$ cat config.mk
export PLATFORM = sky130hd
export DESIGN_NAME = spell_commit
export DESIGN_NICKNAME = d
export VERILOG_FILES = /design/src/rtl/spell_commit_pkg.sv /design/src/rtl/spell_stack.sv /design/src/rtl/spell_commit.sv
export SDC_FILE = /design/constraint.sdc
export NUM_CORES = 1
export LEC_CHECK = 0
export ABC_AREA = 0
export CAP_MARGIN = 20
export CORE_MARGIN = 2
export CORE_UTILIZATION = 54
export CTS_BUF_LIST = sky130_fd_sc_hd__clkbuf_16
export DETAILED_ROUTE_END_ITERATION = 7
export PLACE_DENSITY = 0.77
export SYNTH_ARGS = -nofsm -noshare
export SYNTH_HDL_FRONTEND = slang
export SYNTH_SLANG_ARGS = --single-unit
$ cat constraint.sdc
create_clock -name clk -period 3.9 [get_ports clk]
set_input_delay 0.78 -clock clk [delete_from_list [all_inputs] [get_ports clk]]
set_output_delay 0.78 -clock clk [all_outputs]
set_load 0.01 [all_outputs]
$ cat src/rtl/spell_commit_pkg.sv
// Shared encodings for the spell commit stage: memory write types, commit
// FSM states and the registered memory request bundle.
package spell_commit_pkg;

  localparam logic [1:0] MEM_NONE = 2'd0;
  localparam logic [1:0] MEM_CODE = 2'd1;
  localparam logic [1:0] MEM_DATA = 2'd2;

  localparam logic [2:0] ST_RUN      = 3'd0;
  localparam logic [2:0] ST_MEM_WAIT = 3'd1;
  localparam logic [2:0] ST_DELAY    = 3'd2;
  localparam logic [2:0] ST_SLEEP    = 3'd3;
  localparam logic [2:0] ST_STOPPED  = 3'd4;

  typedef struct packed {
    logic [1:0] typ;
    logic [7:0] addr;
    logic [7:0] data;
  } mem_req_t;

  // A write count of 3 behaves exactly like 2.
  function automatic logic [1:0] eff_count(input logic [1:0] cnt);
    return (cnt == 2'd3) ? 2'd2 : cnt;
  endfunction

endpackage

$ cat src/rtl/spell_stack.sv
// 32x8 data stack register file: synchronous reset, two combinational read
// ports at sp-1 / sp-2 and two write ports at wr_sp-1 / wr_sp-2. The write
// indices always differ, so the two ports never collide. All index math
// wraps modulo the depth.
module spell_stack
  import spell_commit_pkg::*;
#(
  parameter int STACK_DEPTH = 32
) (
  input  logic       clk,
  input  logic       reset,
  input  logic [4:0] i_rd_sp,
  input  logic [4:0] i_wr_sp,
  input  logic       i_we_top,
  input  logic       i_we_below,
  input  logic [7:0] i_wd_top,
  input  logic [7:0] i_wd_below,
  output logic [7:0] o_top,
  output logic [7:0] o_below
);

  logic [7:0] r_mem [STACK_DEPTH];
  logic [4:0] w_rd_top;
  logic [4:0] w_rd_below;
  logic [4:0] w_wr_top;
  logic [4:0] w_wr_below;

  assign w_rd_top   = i_rd_sp - 5'd1;
  assign w_rd_below = i_rd_sp - 5'd2;
  assign w_wr_top   = i_wr_sp - 5'd1;
  assign w_wr_below = i_wr_sp - 5'd2;

  assign o_top   = r_mem[w_rd_top];
  assign o_below = r_mem[w_rd_below];

  // Clear every entry on reset, otherwise apply up to two writes.
  always_ff @(posedge clk) begin
    if (reset) begin
      for (int i = 0; i < STACK_DEPTH; i++) begin
        r_mem[i] <= 8'h00;
      end
    end else begin
      if (i_we_top) begin
        r_mem[w_wr_top] <= i_wd_top;
      end
      if (i_we_below) begin
        r_mem[w_wr_below] <= i_wd_below;
      end
    end
  end

endmodule

$ cat src/rtl/spell_commit.sv
// Commit stage behind spell_execute. Owns PC, SP and the data stack, issues
// memory writes over a req/ack port, and sequences delay, sleep and stop.
//
//  state     | meaning
//  ----------+-----------------------------------------------------------
//  RUN       | accepting one execute result per cycle
//  MEM_WAIT  | memory write pending; req rises one cycle in, ends on ack
//  DELAY     | counting down delay_amount*DELAY_SCALE cycles
//  SLEEP     | idle until wake
//  STOPPED   | terminal until reset
module spell_commit
  import spell_commit_pkg::*;
#(
  parameter int STACK_DEPTH = 32,
  parameter int DELAY_SCALE = 1
) (
  input  logic       clk,
  input  logic       reset,
  input  logic       in_valid,
  output logic       in_ready,
  input  logic [7:0] next_pc,
  input  logic [4:0] next_sp,
  input  logic [1:0] stack_write_count,
  input  logic [7:0] set_stack_top,
  input  logic [7:0] set_stack_belowtop,
  input  logic [1:0] memory_write_type,
  input  logic [7:0] memory_write_addr,
  input  logic [7:0] memory_write_data,
  input  logic [7:0] delay_amount,
  input  logic       sleep,
  input  logic       stop,
  output logic [7:0] pc,
  output logic [4:0] sp,
  output logic [7:0] stack_top,
  output logic [7:0] stack_belowtop,
  output logic       mem_req,
  output logic [1:0] mem_type,
  output logic [7:0] mem_addr,
  output logic [7:0] mem_wdata,
  input  logic       mem_ack,
  input  logic       wake,
  output logic       sleeping,
  output logic       stopped
);

  localparam int SCALE_LOG = $clog2(DELAY_SCALE);
  localparam int CW        = 8 + SCALE_LOG;

  logic [2:0]    r_state;
  logic [7:0]    r_pc;
  logic [4:0]    r_sp;
  logic          r_mem_req;
  mem_req_t      r_mem;
  logic [CW-1:0] r_dly;

  logic          w_accept;
  logic [1:0]    w_cnt;
  logic [CW-1:0] w_dly_load;

  assign w_accept   = in_valid && (r_state == ST_RUN);
  assign w_cnt      = eff_count(stack_write_count);
  assign w_dly_load = CW'(delay_amount) << SCALE_LOG;

  assign in_ready  = (r_state == ST_RUN);
  assign sleeping  = (r_state == ST_SLEEP);
  assign stopped   = (r_state == ST_STOPPED);
  assign pc        = r_pc;
  assign sp        = r_sp;
  assign mem_req   = r_mem_req;
  assign mem_type  = r_mem.typ;
  assign mem_addr  = r_mem.addr;
  assign mem_wdata = r_mem.data;

  spell_stack #(
    .STACK_DEPTH (STACK_DEPTH)
  ) u_stack (
    .clk        (clk),
    .reset      (reset),
    .i_rd_sp    (r_sp),
    .i_wr_sp    (next_sp),
    .i_we_top   (w_accept && (w_cnt != 2'd0)),
    .i_we_below (w_accept && (w_cnt == 2'd2)),
    .i_wd_top   (set_stack_top),
    .i_wd_below (set_stack_belowtop),
    .o_top      (stack_top),
    .o_below    (stack_belowtop)
  );

  // Commit FSM: architectural PC/SP, post-accept sequencing, memory request
  // and delay counter. Only one post-accept action is taken, stop first.
  always_ff @(posedge clk) begin
    if (reset) begin
      r_state   <= ST_RUN;
      r_pc      <= 8'h00;
      r_sp      <= 5'd0;
      r_mem_req <= 1'b0;
      r_mem     <= '{typ: MEM_NONE, addr: 8'h00, data: 8'h00};
      r_dly     <= '0;
    end else begin
      case (r_state)
        ST_RUN: begin
          if (in_valid) begin
            r_pc <= next_pc;
            r_sp <= next_sp;
            if (stop) begin
              r_state <= ST_STOPPED;
            end else if (memory_write_type != MEM_NONE) begin
              r_state <= ST_MEM_WAIT;
              r_mem   <= '{typ: memory_write_type, addr: memory_write_addr,
                           data: memory_write_data};
            end else if (delay_amount != 8'h00) begin
              r_state <= ST_DELAY;
              r_dly   <= w_dly_load;
            end else if (sleep) begin
              r_state <= ST_SLEEP;
            end
          end
        end
        ST_MEM_WAIT: begin
          if (!r_mem_req) begin
            r_mem_req <= 1'b1;
          end else if (mem_ack) begin
            r_mem_req <= 1'b0;
            r_state   <= ST_RUN;
          end
        end
        ST_DELAY: begin
          if (r_dly == CW'(1)) begin
            r_state <= ST_RUN;
          end else begin
            r_dly <= r_dly - CW'(1);
          end
        end
        ST_SLEEP: begin
          if (wake) begin
            r_state <= ST_RUN;
          end
        end
        ST_STOPPED: begin
          r_state <= ST_STOPPED;
        end
        default: begin
          r_state <= ST_RUN;
        end
      endcase
    end
  end

endmodule

==> results by group, run 1 <==
Pwr
  • Switch Pwr: between 3 and 4 mW
  • Combinational share of power: 0.386
  • Part of the power in registers: 0.338
  • Clock power frac: 0.276
  • VDD IR-drop max: 0.417 mV
  • Cell Pwr Density: between 500 and 600 mW/mm²
  • Total design power: between 10 and 15 mW
  • Int Pwr: between 7 and 8 mW
  • Leakage power: ~7.5 nW
  • Switching part of the total power: 0.339

Floorplanning
  • Num rows: 66
  • IO Pins: around 120
  • Core box area: roughly 0.032 mm²
  • Die area: between 0.03 and 0.04 mm²
  • Initial Utilization: 0.547
  • Die W: about 190 µm
  • Die extent in y: between 150 and 200 µm

Clock tree
  • CTS tree: done
  • Clk buf depth: 3
  • CTS clk-pin slew, worst paths: 0.06 ns
  • Clock sink count: 299
  • TritonCTS buffer count: 31
  • Clock root buffer: clkbuf_16
  • Worst skew pair latency: between 0.5 and 0.6 ns
  • CTS Hold Bufs: 0
  • CTS HTree Levels: 1

Worst setup path
  • WP data arrival: a little over 3 ns
  • Critical path class: flip-flop to primary output
  • Crit start category: flip-flop
  • Req. time, crit path: between 3 and 4 ns
  • Reg-to-reg startpoint: r_state[0]$_SDFFE_PP0P_
  • Crit-path max FO: 26
  • Reg2reg end: u_stack.r_mem[3][1]$_DFFE_PP_
  • R2R depth: 5
  • Crit end category: primary output
  • Reg2Reg Setup Slack: approximately 1.2 ns

Timing
  • Final Skew: roughly 0.013 ns
  • Max-slew headroom: 0.277
  • Worst hold slack: 0.453 ns
  • Final Hold Violating Endpoints: 0
  • RSZ-0062 raised after global routing: false
  • Worst-Margin Slew: ~1.1 ns
  • Final setup vio count: 0
  • Slew Viols, Final: 0
  • FMAX: between 0.2 and 0.3 GHz
  • Final min period: between 3 and 4 ns
  • Final cycle utilization of the critical path: 0.974

Final layout
  • Post-Route Utilization: 0.647
  • Layout cells sized above 1: 0.266
  • Multi-input gate area: 0.00858 mm²
  • Area Growth Syn to Fin: 18.3%
  • Fillcell total: 2317
  • Register Area: approximately 0.0086 mm²
  • Layout Nets: 1461

Drt
  • Vias/cell: approximately 7.4
  • Final WL: between 50 and 60 mm
  • DRC Markers: 0
  • Pre-antenna DRT Iters: 6
  • DR iter-0 viols: 2049
  • WL/cell: about 32 µm
  • Post-route ant nets: 0
  • Vias: 13700

Place
  • Routability cong.: about 1
  • Dpl hpwl: about 40 mm
  • Port bufs: around 110

Global routing
  • Global-route wire length before repair: between 80 and 90 mm
  • Vias in the first global route: 13000
  • Antenna violations before repair: 3
  • GRT Total Usage: 0.348
  • GR Overflow Total: 0
  • Maximum number of pins on one net before global-route repair: slightly below 80

Synth
  • Post-synth EDFFs: about 260
  • Count leader, synth: a22o_1
  • Synth area leaders: edfxtp_1 (43%), mux4_2 (18%), a22o_1 (13%)
  • Synth top area share: 0.434
  • Dominant synthesized flop cell: edfxtp_1
  • Post-synthesis sequential area ratio: 0.483
  • Syn nets: approximately 1400
  • Largest area contributor in the netlist: edfxtp_1
  • Yosys warnings: 0
  • Netlist cell types: 60
  • Cell Area, Synth: between 0.015 and 0.02 mm²
  • Mean post-synth cell area: between 10 and 15 µm²
  • Fraction of registers with async set or reset after synthesis: 0
  • Top post-synthesis cells by count: a22o_1 (265), edfxtp_1 (256), mux4_2 (144), nand2_1 (110), clkbuf_1 (100)
  • Yosys reg bits: roughly 300
  • Mapped Cells: 1297

Min path
  • Worst hold path type: flip-flop to flip-flop
  • Worst hold endpoint: mem_type[1]$_SDFFE_PP0P_
  • WHS Path Cells: 2
  • Min-delay src: mem_type[1]$_SDFFE_PP0P_

Run status
  • Run status: complete, no violations

Job
  • Max cap viols: 0
## registers in the layout (all words and copies together), names as in the netlist
signal,count
u_stack.r_mem,256
mem_addr,8
mem_wdata,8
pc,8
r_dly,8
sp,5
r_state,3
mem_type,2
mem_req,1
## routing by layer
layer  GRT usage  vias up  wire length, µm
met1       0.446     6769            19700
met3      0.0849      209             8020
met5           0        -               24
met4       0.184        4             3730
met2       0.553     1212            27200
li1            -     5527                -
## cell type report
cell class	count	share of cell area
Clock buffer	31	0.0370
Antenna cell	1	0.000120
Inverter	16	0.00287
Sequential cell	299	0.409
Tap cell	442	0.0264
Timing Repair Buffer	210	0.101
Multi-Input combinational cell	832	0.410
Clock inverter	25	0.0137
## how the worst max path moves through the flow
stage / from / endpoint / depth (start not counted)
floorplan: sp[1]$_SDFFE_PP0N_ / stack_top[0] / 11
CTS: sp[0]$_SDFFE_PP0N_ / stack_top[0] / 8
detailed placement: next_sp[1] / u_stack.r_mem[24][7]$_DFFE_PP_ / 8
global placement: next_sp[1] / u_stack.r_mem[24][7]$_DFFE_PP_ / 8
finish: sp[0]$_SDFFE_PP0N_ / stack_top[4] / 8
global route: sp[0]$_SDFFE_PP0N_ / stack_top[4] / 8
## logic make-up (layout without fill, tap and decap cells)
group / count (synthesis) / after routing / share of synthesized area
AO/OA/AOI/OAI: 394 / 394 / 0.183
flip-flops: 299 / 299 / 0.483
AND/OR/NAND/NOR: 248 / 248 / 0.0852
multiplexers: 177 / 177 / 0.202
buffers and inverters: 166 / 282 / 0.0390
adder cells (fa/ha/maj): 7 / 7 / 0.00495
XOR/XNOR: 6 / 6 / 0.00297
other: 0 / 1 / 0
## per-stage QoR
stage / setup slack, ns / setup TNS (ns) / instance area [µm²] / cells
floorplan: 0.0222 / 0 / 17700 / 1297
global placement: 0.296 / 0 / 19500 / 1788
detailed placement: 0.234 / 0 / 19500 / 1789
CTS: -0.0111 / -0.0111 / 20900 / 1854
global route: 0.0438 / 0 / 20900 / 1855
finish: 0.103 / 0 / 20900 / 1856
## worst max-delay path, stage by stage (launching register included)
cell and delay (ns):
dfxtp_4 0.40, inv_1 0.09, ha_4 0.34, buf_12 0.21
mux4_2 0.44, mux4_2 0.52, nand2_1 0.09, nand2_1 0.07
dlygate4sd2_1 0.28
## power by group through the flow
stage	Clock [mW]	Sequential (mW)	Combinational, mW
final	3.14	3.84	4.38
after global routing	3.27	3.86	4.55
after CTS	3.14	3.83	4.31
after detailed placement	0	3.90	4.09
after global placement	0	3.88	4.05
after floorplan	0	3.85	2.53
## cell usage in the layout (no fill, tap or decap), drive strengths merged, types with 5 or more instances in the layout
cell / n
nand3: 8
a221oi: 13
o21ai: 18
dlymetal6s2s: 9
a22o: 265
buf: 100
bufinv: 6
nand2: 110
dlygate4sd2: 7
clkdlybuf4s50: 92
a211o: 33
clkinv: 13
nor2: 31
a21oi: 46
and2: 33
o211ai: 5
dfxtp: 43
nor3b: 11
ha: 7
inv: 19
nor3: 19
edfxtp: 256
mux2i: 33
clkbuf: 32
nand2b: 9
nor4: 7
mux4: 144
## what timing repair did
item,4_1_cts,5_1_grt
pin swaps,2,0
endpoints found under the setup margin,16,9
setup buffers,5,0
gates resized for setup,30,15
gates cloned,4,0
Note: power is estimated with default switching activity, not from simulation.
==> run 2: changes to the inputs <==
--- a/config.mk
+++ b/config.mk
@@ -7,6 +7,7 @@
 export LEC_CHECK = 0
 export ABC_AREA = 0
 export CAP_MARGIN = 20
+export CORE_ASPECT_RATIO = 0.75
 export CORE_MARGIN = 2
 export CORE_UTILIZATION = 54
 export CTS_BUF_LIST = sky130_fd_sc_hd__clkbuf_16
==> run 2 against run 1 <==
Net effect:
- clock-buffer cell count is the same
- setup slack lost 0.081 ns
- sequential share of layout area shrank 0.31 points
- critical path type unchanged
- critical endpoint is now stack_top[2]
- largest power group unchanged
- highest routed layer unchanged
==> results by group, run 2 (same netlist as run 1, synthesis figures left out) <==
Final layout
  • Layout cells sized above 1: 0.274
  • Design area: ~0.021 mm²
  • Register Area: ~0.0086 mm²
  • Max reg flops: approximately 260
  • Most frequent cells in the layout: a22o_1 (263), edfxtp_1 (256), mux4_2 (144)
  • Layout Cells excl Fill: 1883
  • Largest Register: u_stack.r_mem
  • Post-Route Utilization: 0.653
  • Commonest non-fill, non-tap cell in the layout: a22o_1
  • Layout Nets: 1488
  • Multi-input gate area: roughly 0.0086 mm²
  • Fillcell total: approximately 2300
  • Area Growth Syn to Fin: 19.2%
  • Ant. Diodes: 0

Min path
  • Worst hold path type: flip-flop to flip-flop
  • Min-delay src: mem_wdata[5]$_SDFFE_PP0P_

Global routing
  • Vias in the first global route: around 13000
  • Global-route wire length before repair: 86.1 mm
  • GRT Total Usage: 0.347
  • Antenna violations before repair: 1
  • Maximum number of pins on one net before global-route repair: between 70 and 80
  • GR Overflow Total: 0

Drt
  • WL/cell: 31.4 µm
  • Pre-antenna DRT Iters: 6
  • DR iter-0 viols: roughly 2300
  • Final WL: between 50 and 60 mm
  • DRC Markers: 0
  • Vias: 13800
  • Post-route ant nets: 0
  • Vias/cell: roughly 7.4

Worst setup path
  • Req. time, crit path: ~3.1 ns
  • Crit start category: flip-flop
  • Reg-to-reg startpoint: r_state[0]$_SDFFE_PP0P_
  • WP data arrival: 3.10 ns
  • Reg2Reg Setup Slack: about 1.2 ns
  • Crit-path max FO: 12
  • Critical path class: flip-flop to primary output
  • Setup crit start: sp[0]$_SDFFE_PP0N_
  • Crit end category: primary output

Clock tree
  • CTS tree: done
  • CTS HTree Levels: 1
  • Clk buf depth: 3
  • Clock root buffer: clkbuf_16
  • TritonCTS buffer count: 31
  • Worst skew pair latency: around 0.59 ns
  • CTS clk-pin slew, worst paths: approximately 0.07 ns
  • CTS Hold Bufs: 0
  • Clock sink count: between 200 and 300

Floorplanning
  • Core box area: ~0.032 mm²
  • IO Pins: about 120
  • Die W: ~210 µm
  • Num rows: 57
  • Die extent in y: ~160 µm
  • Die area: around 0.034 mm²
  • Initial Utilization: 0.548

Timing
  • Max-slew headroom: 0.268
  • Final setup vio count: 0
  • Slew Viols, Final: 0
  • Final Hold Violating Endpoints: 0
  • Worst-Margin Slew: 1.10 ns
  • Final cycle utilization of the critical path: 0.994
  • Final Skew: 0.0169 ns
  • Final min period: just under 4 ns
  • Setup TNS: 0 ns
  • FMAX: ~0.26 GHz

Place
  • Port bufs: between 100 and 150
  • Area after DPL: between 0.015 and 0.02 mm²
  • Cell total after placement: 1800
  • Routability cong.: 1.00
  • Dpl hpwl: 39.4 mm

Pwr
  • Cell Pwr Density: 535 mW/mm²
  • VDD IR-drop max: 0.355 mV
  • Leakage power: about 7.6 nW

Run status
  • Run status: complete, no violations

Job
  • Max cap viols: 0
==> run 2: cell types whose count changed in the layout (fill, tap and decap cells not counted), moves of 3 or more <==
| cell | before | now |
|---|---|---|
| clkdlybuf4s50_1 | 92 | 89 |
| clkinv_2 | 8 | 5 |
| buf_6 | 3 | 0 |
| dlymetal6s2s_1 | 9 | 5 |
| dlygate4sd2_1 | 7 | 10 |
| clkinv_1 | 4 | 8 |
| buf_2 | 6 | 10 |
| inv_1 | 17 | 22 |
| buf_4 | 75 | 102 |
==> run 2: metrics by stage <==
| stage | worst slack (ns) | hold WS, ns | total power, mW |
|---|---|---|---|
| 2_1_floorplan | 0.0222 | 0.445 | 6.38 |
| 3_3_place_gp | 0.293 | 0.442 | 7.89 |
| 3_5_place_dp | 0.252 | 0.447 | 7.96 |
| 4_1_cts | 0.0191 | 0.456 | 11.1 |
| 5_1_grt | -0.0205 | 0.469 | 11.6 |
| 6_report | 0.0224 | 0.454 | 11.3 |
==> run 2: where the power goes <==
part | switching [mW] | internal [mW]
Sequential | 0.176 | 3.68
Combinational | 2.39 | 2.05
Clock | 1.28 | 1.70
Total | 3.85 | 7.43
==> run 2: layout make-up <==
cell class                 count  area share
clock buffer                  31      0.0368
timing repair buffer         237       0.111
tap                          442      0.0262
multi-input combinational    832       0.407
sequential                   299       0.405
inverter                      16     0.00285
clock inverter                26      0.0106
==> run 2: per-layer routing <==
layer  vias to the layer above  GRT usage  part of all wire
li1                       5573          -                 -
met1                      6932      0.496              0.37
met2                      1165      0.505              0.44
met3                       174      0.110              0.16
met4                         2      0.114             0.039
met5                         -          0           0.00027
==> run 2: final timing paths <==
check	end	cells past startpoint
worst min register to register	mem_wdata[5]$_SDFFE_PP0P_	2
worst max-delay path	stack_top[2]	10
worst max register to register	u_stack.r_mem[17][4]$_DFFE_PP_	5
worst min-delay path	mem_wdata[5]$_SDFFE_PP0P_	2
==> run 2: critical path: stages (launching register included) <==
cell           delay, ns
dfxtp_4             0.39
inv_1               0.08
ha_4                0.31
buf_4               0.13
buf_12              0.10
buf_16              0.14
mux4_2              0.34
mux4_2              0.53
nand2_1             0.10
nand2_1             0.08
dlygate4sd2_1       0.29
==> run 2: repair_timing <==
item | CTS | global route
gates cloned | 7 | 0
setup endpoints to repair | 16 | 14
pin swaps | 1 | 1
gates resized for setup | 33 | 10
setup buffers | 14 | 5
==> run 3: changes to the inputs <==
--- a/config.mk
+++ b/config.mk
@@ -12,7 +12,9 @@
 export CORE_UTILIZATION = 54
 export CTS_BUF_LIST = sky130_fd_sc_hd__clkbuf_16
 export DETAILED_ROUTE_END_ITERATION = 7
+export MAX_ROUTING_LAYER = met4
 export PLACE_DENSITY = 0.77
 export SYNTH_ARGS = -nofsm -noshare
 export SYNTH_HDL_FRONTEND = slang
+export SYNTH_HIERARCHICAL = 1
 export SYNTH_SLANG_ARGS = --single-unit
==> run 3 against run 2 <==
Net effect:
- the flow now finishes with violations (setup timing)
- fmax shrank 1.2%
- area after synthesis shrank 0.37%
- flip-flop and latch count is the same
- cell area grew 1.4%
- register-to-register slack lost 0.58 ns
- die area shrank 0.36%
- critical path depth shrank 2
- via count grew 10%
- setup slack lost 0.048 ns
- synthesized cell count grew 16%
- largest power group unchanged
==> results by group, run 3 <==
Clock tree
  • Clock root buffer: clkbuf_16
  • Clock sink count: about 300
  • CTS HTree Levels: 1
  • TritonCTS buffer count: 31
  • CTS tree: done
  • Worst skew pair latency: about 0.59 ns
  • CTS clk-pin slew, worst paths: about 0.06 ns
  • Clk buf depth: 3

Timing
  • Worst-Margin Slew: about 0.84 ns
  • Final Hold Violating Endpoints: 0
  • Setup TNS: -0.0253 ns
  • Final setup vio count: 1
  • Final Skew: just over 0.01 ns
  • Final min period: 3.93 ns
  • FMAX: around 0.25 GHz
  • Final cycle utilization of the critical path: 1.01
  • Slew Viols, Final: 0
  • Max-slew headroom: 0.441
  • Setup ws final: -0.0253 ns
  • RSZ-0062 raised after global routing: true

Pwr
  • Cell Pwr Density: roughly 590 mW/mm²
  • Leakage power: around 7.6 nW
  • VDD IR-drop max: roughly 0.37 mV
  • Total design power: about 13 mW

Floorplanning
  • Die area: approximately 0.034 mm²
  • Initial Utilization: 0.547
  • Core box area: roughly 0.032 mm²
  • Num rows: 57
  • Die extent in y: 160 µm
  • IO Pins: between 100 and 150
  • Die W: 213 µm

Final layout
  • Most frequent cells in the layout: a22o_1 (262), edfxtp_1 (256), mux2i_1 (201)
  • Largest Register: u_stack/r_mem
  • Area Growth Syn to Fin: 21.3%
  • Max reg flops: 256
  • Ant. Diodes: 0
  • Layout Nets: ~1700
  • Commonest non-fill, non-tap cell in the layout: a22o_1
  • Multi-input gate area: 0.00892 mm²
  • Layout cells sized above 1: 0.200
  • Register Area: between 0.008 and 0.009 mm²
  • Fillcell total: roughly 2400

Worst setup path
  • Delay-heaviest family, CP: buffers and inverters
  • WP data arrival: around 3.2 ns
  • Req. time, crit path: around 3.1 ns
  • Critical path class: flip-flop to primary output
  • Worst path cell trace: clkinv_2 > ha_4 > bufbuf_16 > mux2i_2 > a22o_1 > o32a_1 > o221ai_1 > dlygate4sd2_1
  • CP max stage delay: around 0.44 ns
  • Reg2Reg Setup Slack: roughly 0.66 ns
  • Crit-path max FO: 17
  • Setup crit start: sp[0]$_SDFFE_PP0P_
  • Crit end category: primary output
  • Buf/Inv on CP: 3
  • Worst Setup EP: stack_top[3]
  • Reg2reg end: u_stack/r_mem[9][0]$_DFFE_PP_
  • R2R depth: 7
  • Reg-to-reg startpoint: r_state[2]$_SDFFE_PP0P_
  • Crit path depth: 8
  • Crit start category: flip-flop
  • Crit-path slowest cell: mux2i_2

Synth
  • Post-synthesis sequential area ratio: 0.485
  • Syn nets: around 1600
  • Post-synthesis mux area share: 0.156
  • Fraction of registers with async set or reset after synthesis: 0
  • Synth Area in Simple Gates: 0.0951
  • Cell Area, Synth: around 0.018 mm²
  • Synth top area share: 0.436
  • Synthesized-area fraction occupied by xor and xnor cells: 0.00887
  • Count leader, synth: a22o_1
  • Yosys reg bits: between 200 and 300
  • Top post-synthesis cells by count: a22o_1 (262), edfxtp_1 (256), mux2i_1 (225), nand2_1 (108), clkbuf_1 (77)
  • Dominant synthesized flop cell: edfxtp_1
  • Largest area contributor in the netlist: edfxtp_1
  • Mean post-synth cell area: around 12 µm²
  • Mapped Cells: about 1500
  • Yosys warnings: 6
  • Post-synth EDFFs: around 260
  • Synth area leaders: edfxtp_1 (44%), a22o_1 (13%), mux2i_1 (13%)
  • Netlist cell types: 66
  • Combinational family with the most area after synthesis: compound AO/OA/AOI/OAI gates
  • Compound-cell area share of the yosys netlist: 0.216
  • Adder-Cell Fraction of Synth Area: 0.00497

Drt
  • Vias: ~15000
  • DR iter-0 viols: 2780
  • Pre-antenna DRT Iters: 8
  • DRC Markers: 0
  • Post-route ant nets: 0
  • Final WL: 67.0 mm
  • WL/cell: 31.6 µm
  • Vias/cell: between 7 and 8

Global routing
  • GR Overflow Total: 0
  • Vias in the first global route: 13900
  • Antenna violations before repair: 1
  • Maximum number of pins on one net before global-route repair: 54
  • GRT Total Usage: 0.397
  • Global-route wire length before repair: approximately 96 mm

Min path
  • Min-delay src: pc[6]$_SDFFE_PP0P_
  • Worst hold path type: flip-flop to flip-flop

Place
  • Port bufs: roughly 110
  • Routability cong.: 1.12
  • Dpl hpwl: roughly 45 mm

Job
  • Max cap viols: 0

Run status
  • Failing checks: setup timing
  • Run status: finished with violations
[run 3: changes by cell type after synthesis, moves of 16 or more]
cell      before  now
nor2_1        11   59
a211o_1       33    5
a22o_2         0   16
a22oi_1        0   67
mux2i_1       33  225
mux4_2       144   16
or3_1          0   30
nand3_1        7   32
clkbuf_1     100   77
nor2_2        19   40
and2_1        27    3
[run 3: layer usage]
metal | track usage | up-vias | wire (µm)
met5 | - | - | 0
met4 | 0.127 | 0 | 2750
met2 | 0.516 | 1352 | 26500
li1 | - | 6338 | -
met3 | 0.153 | 231 | 11100
met1 | 0.565 | 7367 | 26600
[run 3: stage by stage]
step | utilization | instances | cell area, µm² | setup slack [ns] | hold slack (ns)
floorplan | - | 1505 | 17600 | 0.573 | 0.465
global placement | 0.609 | 2041 | 19600 | -0.0124 | 0.441
detailed placement | 0.609 | 2041 | 19600 | -0.00565 | 0.447
CTS | 0.655 | 2113 | 21100 | -0.0427 | 0.455
global route | 0.663 | 2120 | 21400 | -0.00163 | 0.469
finish | 0.663 | 2120 | 21400 | -0.0253 | 0.454
[run 3: how the worst min path moves through the flow]
| stage | cells after the start | endpoint | slack, ns |
|---|---|---|---|
| 2_1_floorplan | 2 | r_dly[7]$_SDFFE_PP0P_ | 0.46 |
| 3_3_place_gp | 2 | mem_wdata[6]$_SDFFE_PP0P_ | 0.44 |
| 3_5_place_dp | 2 | pc[6]$_SDFFE_PP0P_ | 0.45 |
| 4_1_cts | 2 | pc[6]$_SDFFE_PP0P_ | 0.45 |
| 5_1_grt | 2 | pc[6]$_SDFFE_PP0P_ | 0.47 |
| 6_report | 2 | pc[6]$_SDFFE_PP0P_ | 0.45 |
[run 3: area by class of cell]
cell class,count,share of cell area
multi-input cells,1076,0.417
flip-flops and latches,299,0.400
well taps,442,0.0259
clock inverters,22,0.00614
clock buffers,34,0.0398
inverters,10,0.00181
repair buffers,237,0.109
[run 3: cell families (layout without fill, tap and decap cells)]
| family | count (synthesis) | after routing |
|---|---|---|
| AO/OA/AOI/OAI | 466 | 466 |
| buffers and inverters | 133 | 303 |
| AND/OR/NAND/NOR | 332 | 335 |
| adder cells (fa/ha/maj) | 7 | 7 |
| multiplexers | 251 | 251 |
| flip-flops | 299 | 299 |
| XOR/XNOR | 17 | 17 |
[run 3: what timing repair did]
item	4_1_cts	5_1_grt
gates resized for setup	63	45
cloned	8	2
pin swaps	8	15
hold buffers	0	0
setup buffers	8	6
setup endpoints to repair	16	13
[run 3: report_power, final]
part           switching, mW  internal, mW  leakage [nW]
sequential             0.211          3.68          3.00
clock                   1.31          1.62         0.499
combinational           3.31          2.45          4.11
[run 3: worst reg2reg max path: cells and delay by family (launching register included)]
kind,cells,cell delay (ns)
AND/OR/NAND/NOR,7,2.49
flip-flops,1,0.39
